==> src/rtl/lc3b_types.sv <==
// Shared LC-3b type definitions: cache line type and memory arbiter states.
package lc3b_types;

  typedef logic [127:0] lc3b_line;

  typedef enum logic [1:0] {
    arb_idle,
    arb_serve_i,
    arb_serve_d
  } lc3b_arb_state;

endpackage

==> src/rtl/cache_arbiter.sv <==
// Arbitrates the I-cache and D-cache onto one physical memory port, one transaction at a time.
// Tie-break is fixed D-over-I unless CACHE_ARBITER_RR_EN is defined (round-robin).
module cache_arbiter
  import lc3b_types::*;
#(
  parameter int ADDR_W = 16,
  parameter int LINE_W = 128
) (
  input  logic              clk,
  input  logic              reset_n,
  input  logic              i_pmem_read,
  input  logic [ADDR_W-1:0] i_pmem_address,
  output logic [LINE_W-1:0] i_pmem_rdata,
  output logic              i_pmem_resp,
  input  logic              d_pmem_read,
  input  logic              d_pmem_write,
  input  logic [ADDR_W-1:0] d_pmem_address,
  input  logic [LINE_W-1:0] d_pmem_wdata,
  output logic [LINE_W-1:0] d_pmem_rdata,
  output logic              d_pmem_resp,
  output logic              pmem_read,
  output logic              pmem_write,
  output logic [ADDR_W-1:0] pmem_address,
  output logic [LINE_W-1:0] pmem_wdata,
  input  logic [LINE_W-1:0] pmem_rdata,
  input  logic              pmem_resp
);

  lc3b_arb_state state_reg;
  logic          i_req;
  logic          d_req;
  logic          grant_d;

  assign i_req = i_pmem_read;
  assign d_req = d_pmem_read | d_pmem_write;

`ifdef CACHE_ARBITER_RR_EN
  // 1 = D was granted last; reset favours D on the first tie.
  logic last_grant_reg;
  assign grant_d = d_req & (~i_req | ~last_grant_reg);
`else
  assign grant_d = d_req;
`endif

  assign i_pmem_rdata = pmem_rdata;
  assign d_pmem_rdata = pmem_rdata;
  assign i_pmem_resp  = (state_reg == arb_serve_i) & pmem_resp;
  assign d_pmem_resp  = (state_reg == arb_serve_d) & pmem_resp;

  // pmem outputs are the latched request itself, so they are zero whenever the FSM is idle.
  always_ff @(posedge clk or negedge reset_n) begin
    if (!reset_n) begin
      state_reg    <= arb_idle;
      pmem_read    <= 1'b0;
      pmem_write   <= 1'b0;
      pmem_address <= '0;
      pmem_wdata   <= '0;
`ifdef CACHE_ARBITER_RR_EN
      last_grant_reg <= 1'b0;
`endif
    end else begin
      case (state_reg)
        arb_idle: begin
          if (i_req | d_req) begin
            state_reg    <= grant_d ? arb_serve_d : arb_serve_i;
            pmem_address <= grant_d ? d_pmem_address : i_pmem_address;
            // read and write together is treated as a write
            pmem_write   <= grant_d & d_pmem_write;
            pmem_read    <= grant_d ? ~d_pmem_write : 1'b1;
            pmem_wdata   <= (grant_d & d_pmem_write) ? d_pmem_wdata : '0;
`ifdef CACHE_ARBITER_RR_EN
            last_grant_reg <= grant_d;
`endif
          end
        end
        arb_serve_i, arb_serve_d: begin
          if (pmem_resp) begin
            state_reg    <= arb_idle;
            pmem_read    <= 1'b0;
            pmem_write   <= 1'b0;
            pmem_address <= '0;
            pmem_wdata   <= '0;
          end
        end
        default: state_reg <= arb_idle;
      endcase
    end
  end

endmodule

==> config.mk <==
export PLATFORM = sky130hd
export DESIGN_NAME = cache_arbiter
export DESIGN_NICKNAME = d
export VERILOG_FILES = /design/src/rtl/lc3b_types.sv /design/src/rtl/cache_arbiter.sv
export SDC_FILE = /design/constraint.sdc
export NUM_CORES = 1
export LEC_CHECK = 0
export BUFFER_PORTS_ARGS = -buffer_cell sky130_fd_sc_hd__buf_2
export CORE_AREA = 4 4 270 272
export CTS_BUF_LIST = sky130_fd_sc_hd__clkbuf_4 sky130_fd_sc_hd__clkbuf_8 sky130_fd_sc_hd__clkbuf_16
export CTS_CLUSTER_DIAMETER = 200
export DETAILED_ROUTE_END_ITERATION = 8
export DIE_AREA = 0 0 274 276
export GPL_TIMING_DRIVEN = 0
export PLACE_DENSITY = 0.35
export SLEW_MARGIN = 20
export SYNTH_ARGS = -nofsm -noshare
export SYNTH_HDL_FRONTEND = slang
export SYNTH_SLANG_ARGS = --single-unit
==> constraint.sdc <==
create_clock -name clk -period 1.8 [get_ports clk]
set_input_delay 0.36 -clock clk [delete_from_list [all_inputs] [get_ports clk]]
set_output_delay 0.36 -clock clk [all_outputs]
set_load 0.01 [all_outputs]
## After elaboration in Yosys (flattened, before gate mapping)

Index checks and enable logic that the tools add are counted.

| storage, ports and cells | value |
|---|---|
| register bits after elaboration | 148 |

| cells by class | value |
|---|---|
| bitwise logic cells | 6 |
| eq/ne operators | 4 |
| mux-type cells | 18 |
| reduce and logical (&&, ||, !) cells | 5 |

Operators by type and width:

| cell | count |
|---|---|
| $mux 128 | 3 |
| $pmux 128 s2 | 1 |
| $mux 16 | 3 |
| $pmux 16 s2 | 1 |
| $mux 2 | 3 |
| $mux 1 | 4 |
| $ne 2x2->1 const B | 2 |
| $pmux 1 s2 | 2 |
| $pmux 2 s2 | 1 |
| $and 1x1->1 | 3 |
| $reduce_and 3->1 | 1 |
| $eq 2x1->1 const B | 1 |
| $eq 2x2->1 const B | 1 |
| $logic_not 2->1 | 1 |
| $or 1x1->1 | 2 |
| $reduce_and 2->1 | 1 |
| $reduce_bool 2->1 | 1 |
| $reduce_or 2->1 | 1 |
| $not 1->1 | 1 |

## Depth between registers and ports, before layout

Gate-level depths: netlist of the first run.

| logic depth | value |
|---|---|
| word-level depth | 5 |
| mapped depth | 7 |

## Worst setup path after synthesis of the first run

Ideal clock, no wire load.

| path | value |
|---|---|
| kind | register to register |
| from | register state_reg[0] |
| to | register pmem_wdata[111] |
| data required time | 1.679 ns |
| cell stages (with the launch flop) | 8 |
| library setup time | 0.121 ns |
| setup slack | 0.019 ns |
| period minus slack after synthesis | 1.781 ns |
| data arrival time | 1.660 ns |
| path buffers | 2 |
| path through | dfrtp_1 -> inv_1 -> ha_1 -> nand2b_1 -> o221ai_4 -> buf_12 -> buf_12 -> a22o_1 |

| on the way | value |
|---|---|
| longest elaborated chain between the ends | 4 |
| elaborated cells between the ends (all ways) | 9 |

RTL lines:

| what | line | source |
|---|---|---|
| from (decl) | cache_arbiter.sv:29 | `lc3b_arb_state state_reg;` |
| from (signal assigned) | cache_arbiter.sv:53 | `state_reg <= arb_idle;` |
| from (signal assigned) | cache_arbiter.sv:65 | `state_reg <= grant_d ? arb_serve_d : arb_serve_i;` |
| from (signal assigned) | cache_arbiter.sv:78 | `state_reg <= arb_idle;` |
| $eq 2x1->1 / $eq 2x2->1 (equally long branches) | cache_arbiter.sv:62 | `case (state_reg)` |
| $reduce_or 2->1 | cache_arbiter.sv:62 |  |
| $ne 2x2->1 (no source line) / $reduce_bool 2->1 (equally long branches) | n/a |  |
| $reduce_and 3->1 (no source line) | n/a |  |
| to (signal assigned) | cache_arbiter.sv:70 | `pmem_wdata <= (grant_d & d_pmem_write) ? d_pmem_wdata : '0;` |
| to (decl) | cache_arbiter.sv:24 | `output logic [LINE_W-1:0] pmem_wdata,` |

Several ways; a longest one is shown, not always the timed one.
A chain may end at the register's enable or synchronous reset.

## Worst setup path after layout of the first run

| path | value |
|---|---|
| from | register state_reg[1] |
| to | register pmem_wdata[67] |

The elaborated chain is that of the path after synthesis.

==> flow_summary.yaml, run 1 <==
worst_setup_path:
  crit_required_ns: 2.13
  path_max_fanout: 7
  timing.reg2reg.setup_slack_ns: -0.03
  worstSetupEndpointType: "flop"
  crit_arrival_ns: 2.16
  start_kind: "flop"
  crit_type: "flop to flop"
final_layout:
  flow.area_growth_from_synthesis_pct: 64.6
  register_area_mm2: 0.00370
  final_layout_size_suffix_gt1_frac: 0.750
  flip_flop_count_of_the_largest_register_after_layout: 128
  antenna_cells: 0
  finalNetCount: 1521
  area_taken_by_multi_input_logic_gates_mm2: 0.00171
  fillers: 7858
  post-route-util: 0.180
yosys:
  synth_area_mm2: 0.00773
  post_synth_inst_count: 619
  synth_cell_type_count: 27
  avgSynthCellArea_um2: 12.5
  post-synth-top-area-fraction: 0.479
  synth_largest_area_cell: "sky130_fd_sc_hd__dfrtp_1"
  yosysSeqAreaShare: 0.479
  synth.top_cells.by_area: "sky130_fd_sc_hd__dfrtp_1, sky130_fd_sc_hd__buf_4, sky130_fd_sc_hd__a22o_1"
  ys_seq_elements: 148
  postSynthNetCount: 916
  synthesis.yosys.warnings: 0
detailed_routing:
  routed-via-count: 6665
  vias_cell: 3.05
  wire_per_inst_um: 15.5
  drt_drc_violations_left: 0
  drtPass1Iterations: 4
  drt_first_iter_violations: 138
  postRouteAntennaNets: 0
  detail_route.wirelength_um: 33900
floorplanning:
  core_area_mm2: 0.0708
  dieWidth_um: 274
  start_util: 0.109
  die_area_mm2: 0.0756
  die-height_um: 276
  placementRows: 98
  io_pins: 698
clock_network:
  cts_buffers: 17
  cts_tree: "done"
  cts.reportedPaths.clkPinSlew_ns: 0.07
  cts-root-to-sink-buffers: 2
  cts_htree_levels: 4
  clkLatencyLatePin_ns: 0.47
  cts_root_buffer: "sky130_fd_sc_hd__clkbuf_16"
  number_of_sinks_driven_by_the_clock_tree: 148
sta:
  achievable-frequency_mhz: 545
  grt_setup_unrepaired: "true"
  slew_violations: 0
  final_setup_slack_of_the_worst_path_ns: -0.0338
  layout_worst_path_cycle_share: 1.02
  worst_slew_pin_tran_ns: 0.669
  finalHoldViolCount: 0
  worst_hold_slack_ns: 0.0929
  timing.final.crit_period_ns: 1.83
  max-slew-margin-rel: 0.554
  skew_ns: 0.0372
  tns_ns: -0.164
  setup_viol_count_final: 14
placed_design:
  dp.final_hpwl_um: 26600
  placement.setup.worst_slack_ns: -0.319
  gp_congestion: 0.735
  io_buffers: 569
hold_path:
  hp_class: "input pin to flop"
pwr:
  total_power_w: 0.0203
  power_per_cell_area_mw_per_mm2: 1600
  irDropWorstVdd_uv: 795
  leakage_nw: 6.95
global_routing:
  globalRouteOverflowTotal: 0
  grt_max_degree: 77
  grt_first_pass_wirelength_um: 47300
  vias_in_the_first_global_route: 7204
  grt_antenna_before_repair: 6
  tot_gr_track_use: 0.0849
run:
  maxCapViolations: 0
run_status:
  status: "finished, violations left"
  failed_checks: "negative setup slack"
-- cells in the mapped netlist (all sizes together) --
cell type / count
o221ai: 1
nor2b: 1
a21o: 1
and2: 3
buf: 286
nand2b: 2
nand2: 1
a22o: 128
a31o: 1
inv: 2
mux2: 1
nor2: 2
o21ai: 1
a21oi: 3
o2bb2ai: 16
mux2i: 16
dfrtp: 148
ha: 3
or2: 1
clkbuf: 2
-- per-stage QoR --
stage	area [µm²]	instances
2_1_floorplan	7730	619
3_3_place_gp	11800	2138
3_5_place_dp	11800	2139
4_1_cts	12500	2177
5_1_grt	12700	2187
6_report	12700	2187
-- path summary, 6_finish.rpt --
kind / start / endpoint / cells after the start
max: state_reg[1] / pmem_wdata[67] / 8
min: d_pmem_wdata[36] / pmem_wdata[36] / 2
max reg2reg: state_reg[1] / pmem_wdata[67] / 8
min reg2reg: pmem_write / pmem_write / 1
max in group asynchronous: reset_n / pmem_wdata[70] / 3
min in group asynchronous: reset_n / pmem_address[5] / 2
-- area by class of cell --
type                            instances  area share
Inverter                                2    0.000590
Timing Repair Buffer                  586       0.248
Buffer                                288       0.188
Sequential cell                       148       0.291
Multi-Input combinational cell        181       0.134
Clock inverter                         15      0.0113
Clock buffer                           17      0.0334
Tap cell                              950      0.0934
-- logic make-up after synthesis --
group           Yosys count  share of synthesized area
buf+inv                 290                      0.305
compound gates          151                      0.180
flops                   148                      0.479
mux                      17                     0.0222
simple gates             10                    0.00971
fa+ha+maj                 3                    0.00485
-- critical path, cell delays in order, from the launching register on --
cell,delay [ns]
sky130_fd_sc_hd__dfrtp_1,0.40
sky130_fd_sc_hd__inv_2,0.10
sky130_fd_sc_hd__ha_4,0.24
sky130_fd_sc_hd__nand2b_4,0.09
sky130_fd_sc_hd__o221ai_4,0.12
sky130_fd_sc_hd__buf_12,0.17
sky130_fd_sc_hd__buf_16,0.15
sky130_fd_sc_hd__clkbuf_16,0.19
sky130_fd_sc_hd__a22o_1,0.21
-- cell usage in the layout, fill, tap and decap left out, drive strengths merged, types with 2 or more instances in the layout --
cell type / Yosys / routed
buf: 286 / 865
dfrtp: 148 / 148
a22o: 128 / 128
clkbuf: 2 / 25
mux2i: 16 / 16
o2bb2ai: 16 / 16
inv: 2 / 9
clkinv: 0 / 4
a21oi: 3 / 3
clkinvlp: 0 / 3
and2: 3 / 3
ha: 3 / 3
nand2b: 2 / 2
nor2: 2 / 2
-- where the power goes --
group | internal [W] | switching (W)
combinational | 0.00560 | 0.00546
sequential | 0.00476 | 0.000821
clock | 0.00193 | 0.00174
-- routing by layer --
metal,up-vias,wire length (µm),track usage
li1,3132,-,-
met1,3126,12300,0.0872
met2,370,17700,0.156
met3,31,3440,0.0358
met4,6,466,0.0259
met5,-,40,0
-- what timing repair did --
item,4_1_cts,5_1_grt
buffers inserted,4,4
endpoints found under the setup margin,147,99
endpoints found under the hold margin,75,0
pin swaps,2,38
hold buffers,1,0
resized for setup,15,5
gates cloned,1,6
Power figures use the tool's default switching activity.
==> run 2: changes to the inputs <==
--- a/config.mk
+++ b/config.mk
@@ -6,13 +6,15 @@
 export NUM_CORES = 1
 export LEC_CHECK = 0
 export BUFFER_PORTS_ARGS = -buffer_cell sky130_fd_sc_hd__buf_2
-export CORE_AREA = 4 4 270 272
+export CELL_PAD_IN_SITES_DETAIL_PLACEMENT = 1
+export CELL_PAD_IN_SITES_GLOBAL_PLACEMENT = 2
+export CORE_AREA = 4 4 268 270
 export CTS_BUF_LIST = sky130_fd_sc_hd__clkbuf_4 sky130_fd_sc_hd__clkbuf_8 sky130_fd_sc_hd__clkbuf_16
 export CTS_CLUSTER_DIAMETER = 200
 export DETAILED_ROUTE_END_ITERATION = 8
-export DIE_AREA = 0 0 274 276
+export DIE_AREA = 0 0 272 274
 export GPL_TIMING_DRIVEN = 0
-export PLACE_DENSITY = 0.35
+export PLACE_DENSITY = 0.53
 export SLEW_MARGIN = 20
 export SYNTH_ARGS = -nofsm -noshare
 export SYNTH_HDL_FRONTEND = slang
==> flow_summary.yaml, run 2 (synthesis gave the netlist of run 1 again) <==
run_status:
  status: "complete, no violations"
global_routing:
  tot_gr_track_use: 0.0880
  vias_in_the_first_global_route: 7581
  grt_first_pass_wirelength_um: 48600
  grt_antenna_before_repair: 5
  grt_max_degree: 77
  globalRouteOverflowTotal: 0
pwr:
  cellInternalPower_w: 0.0115
  power.share.combinational: 0.506
  leakage_nw: 6.83
  seq_power_share: 0.293
  irDropWorstVdd_uv: 604
  share_clk_of_total_power: 0.201
  power_per_cell_area_mw_per_mm2: 1520
  total_power_w: 0.0191
  switching_power_w: 0.00758
  power.switching_fraction: 0.398
sta:
  layout_worst_path_cycle_share: 0.960
  setup_viol_count_final: 0
  skew_ns: 0.00860
  max-slew-margin-rel: 0.571
  worst_slew_pin_tran_ns: 0.644
  achievable-frequency_mhz: 579
  grt_setup_unrepaired: "true"
  final_setup_slack_of_the_worst_path_ns: 0.0717
  timing.final.crit_period_ns: 1.73
  slew_violations: 0
  finalHoldViolCount: 0
floorplanning:
  placementRows: 97
  io_pins: 698
  die-height_um: 274
  dieWidth_um: 272
  die_area_mm2: 0.0745
  core_area_mm2: 0.0695
  start_util: 0.111
final_layout:
  finalNonFillerCells: 2164
  area_taken_by_multi_input_logic_gates_mm2: 0.00171
  final_layout_size_suffix_gt1_frac: 0.748
  finalNetCount: 1506
  layout_commonest_cell: "sky130_fd_sc_hd__buf_2"
  flow.area_growth_from_synthesis_pct: 61.8
  fillers: 8213
  flip_flop_count_of_the_largest_register_after_layout: 128
  layout_common_cells: "sky130_fd_sc_hd__buf_2, sky130_fd_sc_hd__buf_4, sky130_fd_sc_hd__dfrtp_1"
  register_area_mm2: 0.00370
detailed_routing:
  routed-via-count: 6835
  drt_first_iter_violations: 173
  detail_route.wirelength_um: 34500
  drtPass1Iterations: 4
  drt_drc_violations_left: 0
  wire_per_inst_um: 15.9
  postRouteAntennaNets: 0
  vias_cell: 3.16
worst_setup_path:
  cp_top_family: "buffers and inverters"
  start_kind: "flop"
  crit_arrival_ns: 2.07
  timing.critical_path.slowest_cell_delay_ns: 0.41
  cp_cell_sequence: "inv_2 > ha_4 > nand2b_4 > o221ai_4 > buf_12 > buf_12 > a22o_1"
  crit_type: "flop to flop"
  crit_required_ns: 2.15
  worstSetupEndpointType: "flop"
  path_buf_inv: 3
  path_max_fanout: 10
  timing.critical_path.mode_cell: "sky130_fd_sc_hd__buf_12"
  worst_path_max_delay_cell: "sky130_fd_sc_hd__dfrtp_1"
clock_network:
  cts.reportedPaths.clkPinSlew_ns: 0.07
  cts_tree: "done"
  cts_buffers: 17
  cts-root-to-sink-buffers: 2
  cts_htree_levels: 4
  clkLatencyLatePin_ns: 0.46
  cts_root_buffer: "sky130_fd_sc_hd__clkbuf_16"
  number_of_sinks_driven_by_the_clock_tree: 148
placed_design:
  dp.final_hpwl_um: 28600
  post-place-cells: 2129
  io_buffers: 569
  placement.setup.worst_slack_ns: -0.278
  gp_congestion: 0.724
hold_path:
  hp_class: "input pin to flop"
run:
  maxCapViolations: 0
-- run 2: cell types whose count changed in the layout (fill, tap and decap cells not counted), sizes merged --
cell	previous run	this run
buf	865	856
bufinv	1	2
clkbuf	25	20
clkinv	4	3
diode	0	2
inv	9	8
-- run 2: per-stage QoR --
step	instance area, µm²	util	hold slack, ns	setup TNS, ns
2_1_floorplan	7730	-	0.0644	0
3_3_place_gp	11800	0.169	0.463	-359.13
3_5_place_dp	11800	0.170	0.366	-29.39
4_1_cts	12500	0.179	0.0373	-0.00327
5_1_grt	12500	0.180	0.0417	-0.0480
6_report	12500	0.180	0.103	0
-- run 2: power groups by stage --
| stage | sequential, W | clock, W | combinational (W) |
|---|---|---|---|
| 6_report | 0.00559 | 0.00383 | 0.00965 |
| 5_1_grt | 0.00578 | 0.00420 | 0.0105 |
| 4_1_cts | 0.00562 | 0.00407 | 0.00999 |
| 3_5_place_dp | 0.00563 | 0 | 0.00985 |
| 3_3_place_gp | 0.00561 | 0 | 0.00976 |
| 2_1_floorplan | 0.00619 | 0 | 0.00511 |
-- run 2: worst paths after layout --
path,start,end,slack [ns],depth (start not counted)
min reg2reg,pmem_write,pmem_write,0.48,1
max reg2reg,state_reg[0],pmem_wdata[52],0.07,7
max in group asynchronous,reset_n,pmem_wdata[58],0.54,3
max,state_reg[0],pmem_wdata[52],0.07,7
min in group asynchronous,reset_n,pmem_address[3],0.42,2
min,d_pmem_wdata[5],pmem_wdata[5],0.10,2
-- run 2: final cells by class --
class,count,area share
Clock buffer,18,0.0351
Inverter,2,0.000600
Timing Repair Buffer,571,0.232
Buffer,288,0.191
Antenna cell,2,0.000400
Clock inverter,14,0.0135
Tap cell,940,0.0940
Sequential cell,148,0.296
Multi-Input combinational cell,181,0.137
-- run 2: metal layers --
layer,global-route usage,up-vias,part of all wire
li1,-,3113,-
met1,0.0860,3299,0.34
met2,0.163,385,0.54
met3,0.0430,32,0.11
met4,0.0271,6,0.013
met5,0,-,0.0014
-- run 2: timing repair --
item	4_1_cts	5_1_grt
endpoints found under the hold margin	72	0
endpoints found under the setup margin	147	2
gates resized for setup	12	9
hold buffers	1	0
setup buffers	0	0
pin swaps	0	15
==> run 3: changes to the inputs <==
--- a/config.mk
+++ b/config.mk
@@ -8,13 +8,13 @@
 export BUFFER_PORTS_ARGS = -buffer_cell sky130_fd_sc_hd__buf_2
 export CELL_PAD_IN_SITES_DETAIL_PLACEMENT = 1
 export CELL_PAD_IN_SITES_GLOBAL_PLACEMENT = 2
-export CORE_AREA = 4 4 268 270
+export CORE_AREA = 4 4 270 272
 export CTS_BUF_LIST = sky130_fd_sc_hd__clkbuf_4 sky130_fd_sc_hd__clkbuf_8 sky130_fd_sc_hd__clkbuf_16
 export CTS_CLUSTER_DIAMETER = 200
 export DETAILED_ROUTE_END_ITERATION = 8
-export DIE_AREA = 0 0 272 274
+export DIE_AREA = 0 0 274 276
 export GPL_TIMING_DRIVEN = 0
-export PLACE_DENSITY = 0.53
+export PLACE_DENSITY = 0.51
 export SLEW_MARGIN = 20
 export SYNTH_ARGS = -nofsm -noshare
 export SYNTH_HDL_FRONTEND = slang
==> constraint.sdc (replaced) <==
create_clock -name clk -period 1.9 [get_ports clk]
set_input_delay 0.38 -clock clk [delete_from_list [all_inputs] [get_ports clk]]
set_output_delay 0.38 -clock clk [all_outputs]
set_load 0.01 [all_outputs]
==> flow_summary.yaml, run 3 (synthesis gave the netlist of run 1 again) <==
run_status:
  status: "complete, no violations"
global_routing:
  grt_first_pass_wirelength_um: 49700
  grt_antenna_before_repair: 8
  tot_gr_track_use: 0.0882
  globalRouteOverflowTotal: 0
  vias_in_the_first_global_route: 7598
  grt_max_degree: 77
sta:
  achievable-frequency_mhz: 566
  slew_violations: 0
  worst_hold_slack_ns: 0.125
  setup_viol_count_final: 0
  skew_ns: 0.0164
  timing.final.crit_period_ns: 1.77
  worst_slew_pin_tran_ns: 0.657
  finalHoldViolCount: 0
  layout_worst_path_cycle_share: 0.931
  max-slew-margin-rel: 0.562
detailed_routing:
  wire_per_inst_um: 15.9
  routed-via-count: 6783
  drtPass1Iterations: 4
  postRouteAntennaNets: 0
  vias_cell: 3.12
  detail_route.wirelength_um: 34700
  drt_first_iter_violations: 145
  drt_drc_violations_left: 0
pwr:
  leakage_nw: 6.84
  power_per_cell_area_mw_per_mm2: 1450
  irDropWorstVdd_uv: 647
clock_network:
  number_of_sinks_driven_by_the_clock_tree: 148
  cts_tree: "done"
  postCtsSetupRepairBufs: 0
  cts-root-to-sink-buffers: 2
  clkLatencyLatePin_ns: 0.46
  cts_htree_levels: 4
  cts.reportedPaths.clkPinSlew_ns: 0.07
  cts_buffers: 17
  cts_root_buffer: "sky130_fd_sc_hd__clkbuf_16"
floorplanning:
  placementRows: 98
  die_area_mm2: 0.0756
  die-height_um: 276
  io_pins: 698
  core_area_mm2: 0.0708
  start_util: 0.109
  dieWidth_um: 274
placed_design:
  post-place-cells: 2139
  io_buffers: 569
  gp_congestion: 0.701
  dp.final_hpwl_um: 28900
final_layout:
  finalNetCount: 1506
  final_layout_size_suffix_gt1_frac: 0.744
  fillers: 8383
  flip_flop_count_of_the_largest_register_after_layout: 128
  register_area_mm2: 0.00370
  layout_commonest_cell: "sky130_fd_sc_hd__buf_2"
  layout_common_cells: "sky130_fd_sc_hd__buf_2, sky130_fd_sc_hd__buf_4, sky130_fd_sc_hd__dfrtp_1"
  finalNonFillerCells: 2173
  flow.area_growth_from_synthesis_pct: 61.6
  area_taken_by_multi_input_logic_gates_mm2: 0.00169
worst_setup_path:
  path_max_fanout: 3
  crit_required_ns: 1.52
  worstSetupEndpointType: "primary output"
  crit_arrival_ns: 1.39
  crit_type: "flop to primary output"
  start_kind: "flop"
run:
  maxCapViolations: 0
hold_path:
  hp_class: "input pin to flop"
## run 3: cell count changes in the layout (fill, tap and decap cells not counted), moves of 2 or more
cell / change
sky130_fd_sc_hd__buf_2: +2
sky130_fd_sc_hd__inv_8: -3
sky130_fd_sc_hd__and2_1: +2
sky130_fd_sc_hd__and2_4: -2
sky130_fd_sc_hd__bufinv_16: +2
sky130_fd_sc_hd__buf_6: -2
## run 3: final timing paths
| kind | start | to | slack [ns] | depth (start not counted) |
|---|---|---|---|---|
| max | state_reg[1] | i_pmem_resp | 0.13 | 4 |
| max in group asynchronous | reset_n | pmem_wdata[51] | 0.56 | 3 |
| min | d_pmem_wdata[97] | pmem_wdata[97] | 0.13 | 2 |
| min reg2reg | pmem_write | pmem_write | 0.49 | 1 |
| max reg2reg | state_reg[1] | pmem_wdata[127] | 0.17 | 7 |
| min in group asynchronous | reset_n | pmem_write | 0.45 | 2 |
## run 3: stage by stage
| stage | util | total power [W] | area, µm² | worst slack (ns) | TNS, ns |
|---|---|---|---|---|---|
| final | 0.177 | 0.0181 | 12500 | 0.132 | 0 |
| after global routing | 0.177 | 0.0195 | 12500 | -0.00226 | -0.00226 |
| after CTS | 0.176 | 0.0187 | 12500 | 0.00408 | 0 |
| after detailed placement | 0.167 | 0.0147 | 11800 | -0.198 | -17.69 |
| after global placement | 0.166 | 0.0145 | 11800 | -2.16 | -330.72 |
| after floorplan | - | 0.0107 | 7730 | 0.119 | 0 |
## run 3: area by class of cell
type | count | share of cell area
sequential | 148 | 0.296
timing repair buffer | 571 | 0.232
multi-input combinational | 181 | 0.136
tap | 950 | 0.0951
clock buffer | 17 | 0.0340
buffer | 288 | 0.190
inverter | 2 | 0.000601
clock inverter | 14 | 0.0161
antenna | 2 | 0.000400
## run 3: metal layers
| metal | part of all wire | vias up | global-route usage |
|---|---|---|---|
| li1 | - | 3103 | - |
| met1 | 0.35 | 3270 | 0.0879 |
| met2 | 0.53 | 380 | 0.162 |
| met3 | 0.11 | 26 | 0.0374 |
| met4 | 0.018 | 4 | 0.0318 |
| met5 | 0.00066 | - | 0 |
## run 3: report_power, final
part | internal (W) | leakage [nW] | switching, W
combinational | 0.00432 | 4.55 | 0.00479
clock | 0.00221 | 0.301 | 0.00156
sequential | 0.00451 | 1.98 | 0.000748
total | 0.0110 | 6.84 | 0.00710
## run 3: what timing repair did
action                     in CTS  in global routing
hold buffers                    1                  0
gates resized for setup         4                  9
hold endpoints to repair       72                  0
setup endpoints to repair     141                125
## run 3: critical path: stages (launching register included)
cell,delay [ns]
sky130_fd_sc_hd__dfrtp_1,0.38
sky130_fd_sc_hd__inv_1,0.14
sky130_fd_sc_hd__ha_1,0.17
sky130_fd_sc_hd__and2_1,0.11
sky130_fd_sc_hd__buf_2,0.13
